## config.mk

```make
export PLATFORM = sky130hd
export DESIGN_NAME = gs_sweep_scheduler
export DESIGN_NICKNAME = d
export VERILOG_FILES = /design/src/rtl/gs_sweep_scheduler.sv
export SDC_FILE = /design/constraint.sdc
export NUM_CORES = 2
export LEC_CHECK = 0
export BUFFER_PORTS_ARGS = -buffer_cell sky130_fd_sc_hd__buf_2
export CELL_PAD_IN_SITES_DETAIL_PLACEMENT = 1
export CELL_PAD_IN_SITES_GLOBAL_PLACEMENT = 1
export CORE_ASPECT_RATIO = 0.7
export CORE_MARGIN = 2
export CORE_UTILIZATION = 40
export CTS_CLUSTER_DIAMETER = 50
export DETAILED_ROUTE_END_ITERATION = 8
export GPL_ROUTABILITY_DRIVEN = 0
export GPL_TIMING_DRIVEN = 0
export PLACE_DENSITY = 0.65
export SETUP_SLACK_MARGIN = 0.4
export SLEW_MARGIN = 20
export SYNTH_ARGS = -nofsm -noshare
export SYNTH_HDL_FRONTEND = slang
export SYNTH_SLANG_ARGS = --single-unit
export TNS_END_PERCENT = 100
```

## constraint.sdc

```tcl
create_clock -name i_clk -period 19.8 [get_ports i_clk]
set_input_delay 2.97 -clock i_clk [delete_from_list [all_inputs] [get_ports i_clk]]
set_output_delay 2.97 -clock i_clk [all_outputs]
set_load 0.02 [all_outputs]
```

## src/rtl/gs_sweep_scheduler.sv

```systemverilog
// gs_sweep_scheduler: runs an 8-row Gauss-Seidel solve on one external row core.
// Holds the coefficient rows and the solution vector, issues rows in order,
// writes each result back in place, then streams the 8 solution words out.
module gs_sweep_scheduler #(
  parameter int N_ITER  = 16,
  parameter int TIMEOUT = 63
) (
  input  logic         i_clk,
  input  logic         i_reset,
  input  logic         i_row_valid,
  output logic         o_row_ready,
  input  logic [55:0]  i_row_a,
  input  logic [7:0]   i_row_b,
  input  logic [31:0]  i_row_adown,
  output logic         core_clear,
  output logic         core_valid,
  output logic [55:0]  core_a,
  output logic [7:0]   core_b,
  output logic [31:0]  core_adown,
  output logic [223:0] core_x,
  input  logic         core_done,
  input  logic [31:0]  core_xnext,
  output logic         o_valid,
  input  logic         i_ready,
  output logic [31:0]  o_x,
  output logic [2:0]   o_idx,
  output logic         o_busy,
  output logic         o_error
);

  localparam int TW = $clog2(TIMEOUT + 1) + 1;

  typedef enum logic [2:0] {
    S_LOAD,
    S_CLEAR,
    S_ISSUE,
    S_WAIT,
    S_OUT
  } state_t;

  state_t         state_q, state_d;
  logic [2:0]     row_cnt_q, row_cnt_d;
  logic [2:0]     k_q, k_d;
  logic [7:0]     sweep_q, sweep_d;
  logic [TW-1:0]  tmo_q, tmo_d;
  logic [2:0]     idx_q, idx_d;
  logic           error_q, error_d;
  logic [31:0]    x_q [8];
  logic [31:0]    x_d [8];
  logic [55:0]    core_a_q, core_a_d;
  logic [7:0]     core_b_q, core_b_d;
  logic [31:0]    core_adown_q, core_adown_d;
  logic [223:0]   core_x_q, core_x_d;

  // Row store; only written during LOAD, read once per row when staging it
  logic [55:0]    mem_a     [8];
  logic [7:0]     mem_b     [8];
  logic [31:0]    mem_adown [8];

  // x values seen by row k: every x except x[k], in ascending index order
  logic [31:0]    x_sel [7];
  logic           load_fire;

  assign load_fire = i_row_valid && (state_q == S_LOAD);

  generate
    for (genvar gi = 0; gi < 7; gi++) begin : g_xsel
      assign x_sel[gi] = (3'(gi) < k_q) ? x_q[gi] : x_q[gi+1];
    end
  endgenerate

  // Capture host rows into the row store at the current row count
  always_ff @(posedge i_clk) begin
    if (load_fire) begin
      mem_a[row_cnt_q]     <= i_row_a;
      mem_b[row_cnt_q]     <= i_row_b;
      mem_adown[row_cnt_q] <= i_row_adown;
    end
  end

  // Next-state logic: load, per-row clear/issue/wait, then output streaming
  always_comb begin
    state_d      = state_q;
    row_cnt_d    = row_cnt_q;
    k_d          = k_q;
    sweep_d      = sweep_q;
    tmo_d        = tmo_q;
    idx_d        = idx_q;
    error_d      = error_q;
    x_d          = x_q;
    core_a_d     = core_a_q;
    core_b_d     = core_b_q;
    core_adown_d = core_adown_q;
    core_x_d     = core_x_q;

    case (state_q)
      S_LOAD: begin
        if (i_row_valid) begin
          row_cnt_d = row_cnt_q + 3'd1;
          if (row_cnt_q == 3'd7) begin
            for (int i = 0; i < 8; i++) x_d[i] = '0;
            k_d     = '0;
            sweep_d = '0;
            state_d = S_CLEAR;
          end
        end
      end
      S_CLEAR: begin
        // Stage row k; x is frozen between here and ISSUE, so this snapshot
        // already contains the rows updated earlier in this sweep
        core_a_d     = mem_a[k_q];
        core_b_d     = mem_b[k_q];
        core_adown_d = mem_adown[k_q];
        core_x_d     = {x_sel[0], x_sel[1], x_sel[2], x_sel[3],
                        x_sel[4], x_sel[5], x_sel[6]};
        state_d      = S_ISSUE;
      end
      S_ISSUE: begin
        tmo_d   = '0;
        state_d = S_WAIT;
      end
      S_WAIT: begin
        if (core_done) begin
          x_d[k_q] = core_xnext;
          if (k_q != 3'd7) begin
            k_d     = k_q + 3'd1;
            state_d = S_CLEAR;
          end else if (int'(sweep_q) < N_ITER - 1) begin
            k_d     = '0;
            sweep_d = sweep_q + 8'd1;
            state_d = S_CLEAR;
          end else begin
            idx_d   = '0;
            state_d = S_OUT;
          end
        end else if (tmo_q == TW'(TIMEOUT)) begin
          // Core stalled: flag it and hand back whatever x holds now
          error_d = 1'b1;
          idx_d   = '0;
          state_d = S_OUT;
        end else begin
          tmo_d = tmo_q + TW'(1);
        end
      end
      S_OUT: begin
        if (i_ready) begin
          idx_d = idx_q + 3'd1;
          if (idx_q == 3'd7) begin
            row_cnt_d = '0;
            k_d       = '0;
            sweep_d   = '0;
            state_d   = S_LOAD;
          end
        end
      end
      default: state_d = S_LOAD;
    endcase
  end

  // State and datapath registers with synchronous reset
  always_ff @(posedge i_clk) begin
    if (i_reset) begin
      state_q      <= S_LOAD;
      row_cnt_q    <= '0;
      k_q          <= '0;
      sweep_q      <= '0;
      tmo_q        <= '0;
      idx_q        <= '0;
      error_q      <= 1'b0;
      for (int i = 0; i < 8; i++) x_q[i] <= '0;
      core_a_q     <= '0;
      core_b_q     <= '0;
      core_adown_q <= '0;
      core_x_q     <= '0;
    end else begin
      state_q      <= state_d;
      row_cnt_q    <= row_cnt_d;
      k_q          <= k_d;
      sweep_q      <= sweep_d;
      tmo_q        <= tmo_d;
      idx_q        <= idx_d;
      error_q      <= error_d;
      x_q          <= x_d;
      core_a_q     <= core_a_d;
      core_b_q     <= core_b_d;
      core_adown_q <= core_adown_d;
      core_x_q     <= core_x_d;
    end
  end

  assign o_row_ready = (state_q == S_LOAD);
  assign o_busy      = (state_q != S_LOAD);
  assign core_clear  = (state_q == S_CLEAR);
  assign core_valid  = (state_q == S_ISSUE);
  assign o_valid     = (state_q == S_OUT);
  assign o_x         = o_valid ? x_q[idx_q] : 32'd0;
  assign o_idx       = o_valid ? idx_q : 3'd0;
  assign o_error     = error_q;
  assign core_a      = core_a_q;
  assign core_b      = core_b_q;
  assign core_adown  = core_adown_q;
  assign core_x      = core_x_q;

endmodule

```

# Yosys cells after proc, flatten, opt, wreduce, memory -nomap -nowiden

Memory sizes are Yosys's and may differ from the RTL's. A register that Yosys moved wholly into a read port is not among the register bits.
Cells that the tools add are included.

Memories: 3
Bits in writable memories: 768
Word-level logic and storage cells: 131
Output and inout port bits: 361
Register bits after elaboration: 508
Bits of input ports: 133

Reductions and logical operators: 17
Magnitude comparators: 11
Eq/ne operators: 21
Mux-type cells: 55
$add $sub $neg: 5
Bitwise gates (word level): 3

Memories:

| memory    | depth | width | rd ports | clocked after Yosys merged registers in | wr ports | line | text |
|---|---|---|---|---|---|---|---|
| mem_a     | 8     | 56    | 1        | 1                                       | 1        | 56   | `logic [55:0] mem_a [8];` |
| mem_adown | 8     | 32    | 1        | 1                                       | 1        | 58   | `logic [31:0] mem_adown [8];` |
| mem_b     | 8     | 8     | 1        | 1                                       | 1        | 57   | `logic [7:0] mem_b [8];` |

Operator list:

| operator                                                 | count |
|---|---|
| 2-to-1 mux 256 bit                                       | 3 |
| case mux 256 bit (2 select lines)                        | 1 |
| 2-to-1 mux 32 bit                                        | 11 |
| bitwise mux 256 bit                                      | 1 |
| binary-select mux 32 bit (select 3 bit)                  | 1 |
| demux 32 bit (select 3 bit)                              | 1 |
| 2-to-1 mux 3 bit                                         | 20 |
| 2-to-1 mux 8 bit                                         | 7 |
| case mux 8 bit (3 select lines)                          | 1 |
| inequality test 3 bit, second input constant             | 5 |
| case mux 3 bit (5 select lines)                          | 1 |
| 2-to-1 mux 7 bit                                         | 2 |
| case mux 7 bit (2 select lines)                          | 1 |
| inequality test 2 bit, second input constant             | 6 |
| case mux 3 bit (2 select lines)                          | 2 |
| AND reduction 5 bit                                      | 2 |
| adder 3 x 1 -> 3 bit, second input constant              | 3 |
| equality test 3 bit, second input constant               | 3 |
| < comparator 3 bit, first input constant                 | 3 |
| case mux 3 bit (3 select lines)                          | 1 |
| adder 8 x 1 -> 8 bit, second input constant              | 1 |
| greater-or-equal comparator 4 bit, second input constant | 2 |
| < comparator 8 x 4 -> 1 bit, second input constant       | 1 |
| NOT 3 -> 4 bit                                           | 2 |
| other kinds (18)                                         | 31 |

# Depth between registers and ports, before layout

Depth after elaboration: 8
Gate-level depth with buffers: 9
Mapped depth without buffers: 7

# Least setup slack after synthesis

OpenSTA, ideal clock, no wires.

Path type: input to register
From: input port i_row_valid
To: memory mem_a[0][0], enable pin
Data arrival time: 9,778 ps
Slack: 9,353 ps
Buffers on the path: 0
Library setup time: 668 ps
Stages: 3
Required time: 19,132 ps
Cell sequence: and2_1 -> nand2b_1 -> nor3_1

Word-level cells in the longest chain between the ends: 3

Ends and longest elaborated chain:

| what                                   | line | text |
|---|---|---|
| from (decl)                            | 10   | `input logic i_row_valid,` |
| logical AND 1 bit                      | 64   | `assign load_fire = i_row_valid && (state_q == S_LOAD);` |
| 2-to-1 mux 1 bit                       | 74   | `if (load_fire) begin` |
| 2-to-1 mux 1 bit (not written as such) | 75   | `mem_a[row_cnt_q] <= i_row_a;` |
| to (decl)                              | 56   |  |

Every way passes these cells.

# Worst setup path in the final report

From: register idx_q[1]
To: output port o_x[28]

Word-level cells in the longest chain between the ends: 5

Ends and longest elaborated chain:

| what                                                 | line | text |
|---|---|---|
| from (decl)                                          | 46   | `logic [2:0] idx_q, idx_d;` |
| from (signal assigned)                               | 181  | `idx_q <= idx_d;` |
| NOT 3 -> 4 bit (not written as such)                 | 196  | `assign o_x = o_valid ? x_q[idx_q] : 32'd0;` |
| binary-select mux 32 bit (select 3 bit)              | 196  |  |
| 2-to-1 mux 32 bit (not written as such) (2 in a row) | 196  |  |
| 2-to-1 mux 32 bit                                    | 196  |  |
| to (decl)                                            | 25   | `output logic [31:0] o_x,` |

Every way passes these cells. The select of a mux whose other input is x is not followed.

==> results.md <==
* Tightest Hold Check Type: reg -> reg
* Area Overhead vs Synth at 20.2%
* Detailed Route WL at 226 mm
* Initial antenna violation count at between 40 and 50
* Grt total ovfl at 0
* Leakage power at 0.0225 uW
* Net Count, Synth at ~4,200
* Syn_area_per_cell at 13.2 um^2
* Seq cells post-synth at 1,372
* Seq/Total Area, Yosys at between 60% and 70%
* Setup Buffers After CTS at 0
* Top post-synthesis cells by area: edfxtp_1 (43%), dfxtp_1 (23%), mux2i_1 (4.2%)
* Filler cell count at 13,400
* CP endpoint kind: primary output
* PD cells at ~94 mW/mm^2
* Clk network pwr share at 47.1%
* Initial Util at 40.5%
* Top cells by count, synth: edfxtp_1 (768), dfxtp_1 (604), nand2_1 (400)
* Hold buffer count at cts at 0
* Longest Clk Path Bufs at 3
* DRC viols at 0
* Core Footprint at ~0.13 mm^2
* Run status: complete, no violations
* Setup violations, final at 0
* Die area at 0.136 mm^2
* Cts bufs inserted at 144
* Critical path class: reg -> out
* Wire per inst at around 34 um
* Clock Latency Late Sink at around 0.81 ns
* Post-synth cell types at 73
* Via count at 40,800
* Post-route insts no fill at 6,620
* Die Wd at 440 um
* CP Data Required Time at 16.83 ns
* Cells after Synth at just over 4,000
* Post-place setup slack at 13.76 ns
* Area leader, netlist: edfxtp_1
* Share of layout cells above drive strength 1 at around 25%
* Unrepaired setup endpoints after global routing: no
* Ys async rst share at 0%
* Post-DR vias/cell at 6.16
* Post-Syn Area at 0.0532 mm^2
* Slew HR at 15.2%
* Vias in the first global route at 39,800
* Nets@finish at 4,872
* Row cnt at 111
* Int Pwr at 4700 uW
* Placed wire-length estimate at 164 mm
* Post_cts resized at 0
* Setup TNS at 0 ns
* Number of synthesized flops with an enable pin at about 770
* Cells after DPL at about 6,300
* Clock Pin Slew Worst Setup and Hold Paths at 0.06 ns
* Root Buffer: clkbuf_16
* Worst VDD drop at 0.0742 mV
* First-pass GRT wire length at 310 mm
* CP Max Fanout at 10
* Switching pwr at 1320 uW
* Worst Tran Pin Value at 1.27 ns
* Initial DRC Count at between 5,000 and 6,000
* Largest net degree at the start of global routing at 21
* IO Count at 494
* Post-route ant nets at 0
* Gr usage total at 32.5%
* Final Max Slew Viols at 0
* PnR worst setup slack at around 13 ns
* Worst Path Arrival at around 4.0 ns
* Period utilisation layout at 35.2%
* Worst Setup Start Kind: register
* Max Cap Viol at 0
* CP Cell Sequence: clkbuf_1 -> buf_1 -> mux4_2 -> mux2i_1 -> nor2_1 -> buf_2
* Endpoints failing hold at 0
* Fmax at about 0.14 GHz
* Synth warn at 0
* Height of the die at 309 um
* CP max stage delay at 0.80 ns
* DR pass1 iterations at 6
* Clock tree sinks at 1,372
* Final min period at 6.97 ns
* Count leader, synth: edfxtp_1
* Port bufs at 492
* Share of power burned in registers at 50.5%
* Worst-case clock skew at ~0.033 ns
* Logic pwr share at 2.3%
* CTS H-tree lvls at 4
* CTS tree: built
* Crit-path slowest cell: buf_1
* Top cell type's share of synthesized area at 43.3%
* Top FF cell, synth: edfxtp_1
* Sw frac at between 20% and 30%
==> cells by family (layout without fill, tap and decap cells) <==
kind of cell	after synthesis	count (layout)	synth area share [%]
flip-flops	1372	1372	66.0
adder cells (fa/ha/maj)	8	8	0.188
AND/OR/NAND/NOR	889	889	6.73
AO/OA/AOI/OAI	1012	1012	14.1
XOR/XNOR	5	5	0.0823
buffers and inverters	343	1169	3.15
multiplexers	396	396	9.69
other	0	18	0
==> power by group through the flow <==
stage	Sequential (uW)	Clock, uW	Combinational [uW]
2_1_floorplan	3110	0	47.8
3_3_place_gp	3120	0	121
3_5_place_dp	3110	0	135
4_1_cts	3040	2850	136
5_1_grt	3050	2960	146
6_report	3040	2840	140
==> cell type report <==
type,count,area (um^2),share of cell area (%)
inverters,7,26.3,0.0410
flip-flops and latches,1372,35200,54.9
well taps,1751,2190,3.42
clock inverters,74,867,1.35
clock buffers,192,4000,6.25
multi-input cells,2310,16500,25.8
plain buffers,336,1670,2.61
repair buffers,560,3570,5.58
diodes,18,45.0,0.0704
==> path summary, 6_finish.rpt <==
kind | from | endpoint | slack [ns] | cells past startpoint
max | idx_q[1] | o_x[28] | 12.83 | 6
min reg2reg | sweep_q[7] | sweep_q[7] | 0.47 | 1
max reg2reg | state_q[2] | mem_a[0][17] | 15.68 | 11
min | sweep_q[7] | sweep_q[7] | 0.47 | 1
==> per-stage QoR <==
step	total power, uW	instance area [um^2]	hold WS, ns	utilization (%)
floorplan	3160	53200	0.430	-
global placement	3240	57900	0.449	44.0
detailed placement	3240	59100	0.454	44.9
CTS	6030	63900	0.464	48.6
global route	6150	64000	0.483	48.7
finish	6020	64000	0.467	48.7
==> flip-flops by register name, indices dropped and copies added (netlist names) <==
| name | count |
|---|---|
| core_adown | 32 |
| sweep_q | 8 |
| state_q | 3 |
| mem_adown | 256 |
| core_a | 56 |
| mem_a | 448 |
| k_q | 3 |
| o_error | 1 |
| core_b | 8 |
| core_x | 224 |
| row_cnt_q | 3 |
| tmo_q | 7 |
| x_q | 256 |
| idx_q | 3 |
| mem_b | 64 |
==> per-layer routing <==
metal  routed length [um]  track usage, %  vias to the layer above
li1                     -               -                    16900
met2                97000            47.1                     2304
met4                 8980            13.3                        8
met5                   47               0                        -
met3                23100            7.36                      408
met1                96800            47.0                    21200
==> cells in the final DEF, fill, tap and decap left out, types with 46 or more instances in the layout <==
master and n:
edfxtp_1 768, buf_2 629, dfxtp_1 604, nand2_1 400, nor2_1 393, mux2i_1 222, o21ai_0 200, a211oi_1 163
clkbuf_1 150, clkbuf_16 146, a311oi_1 111, o2bb2ai_1 96, a21oi_1 90, mux4_2 85, mux2_2 83, a22oi_1 70
a221oi_1 57, buf_4 46
==> critical path, delay by kind of cell, from the launching register on <==
kind / cells / cell delay [ns]
and+or+nand+nor: 1 / 0.31
DFF: 1 / 0.54
buffers and inverters: 3 / 1.81
muxes: 2 / 0.51
Power figures use the tool's default switching activity.
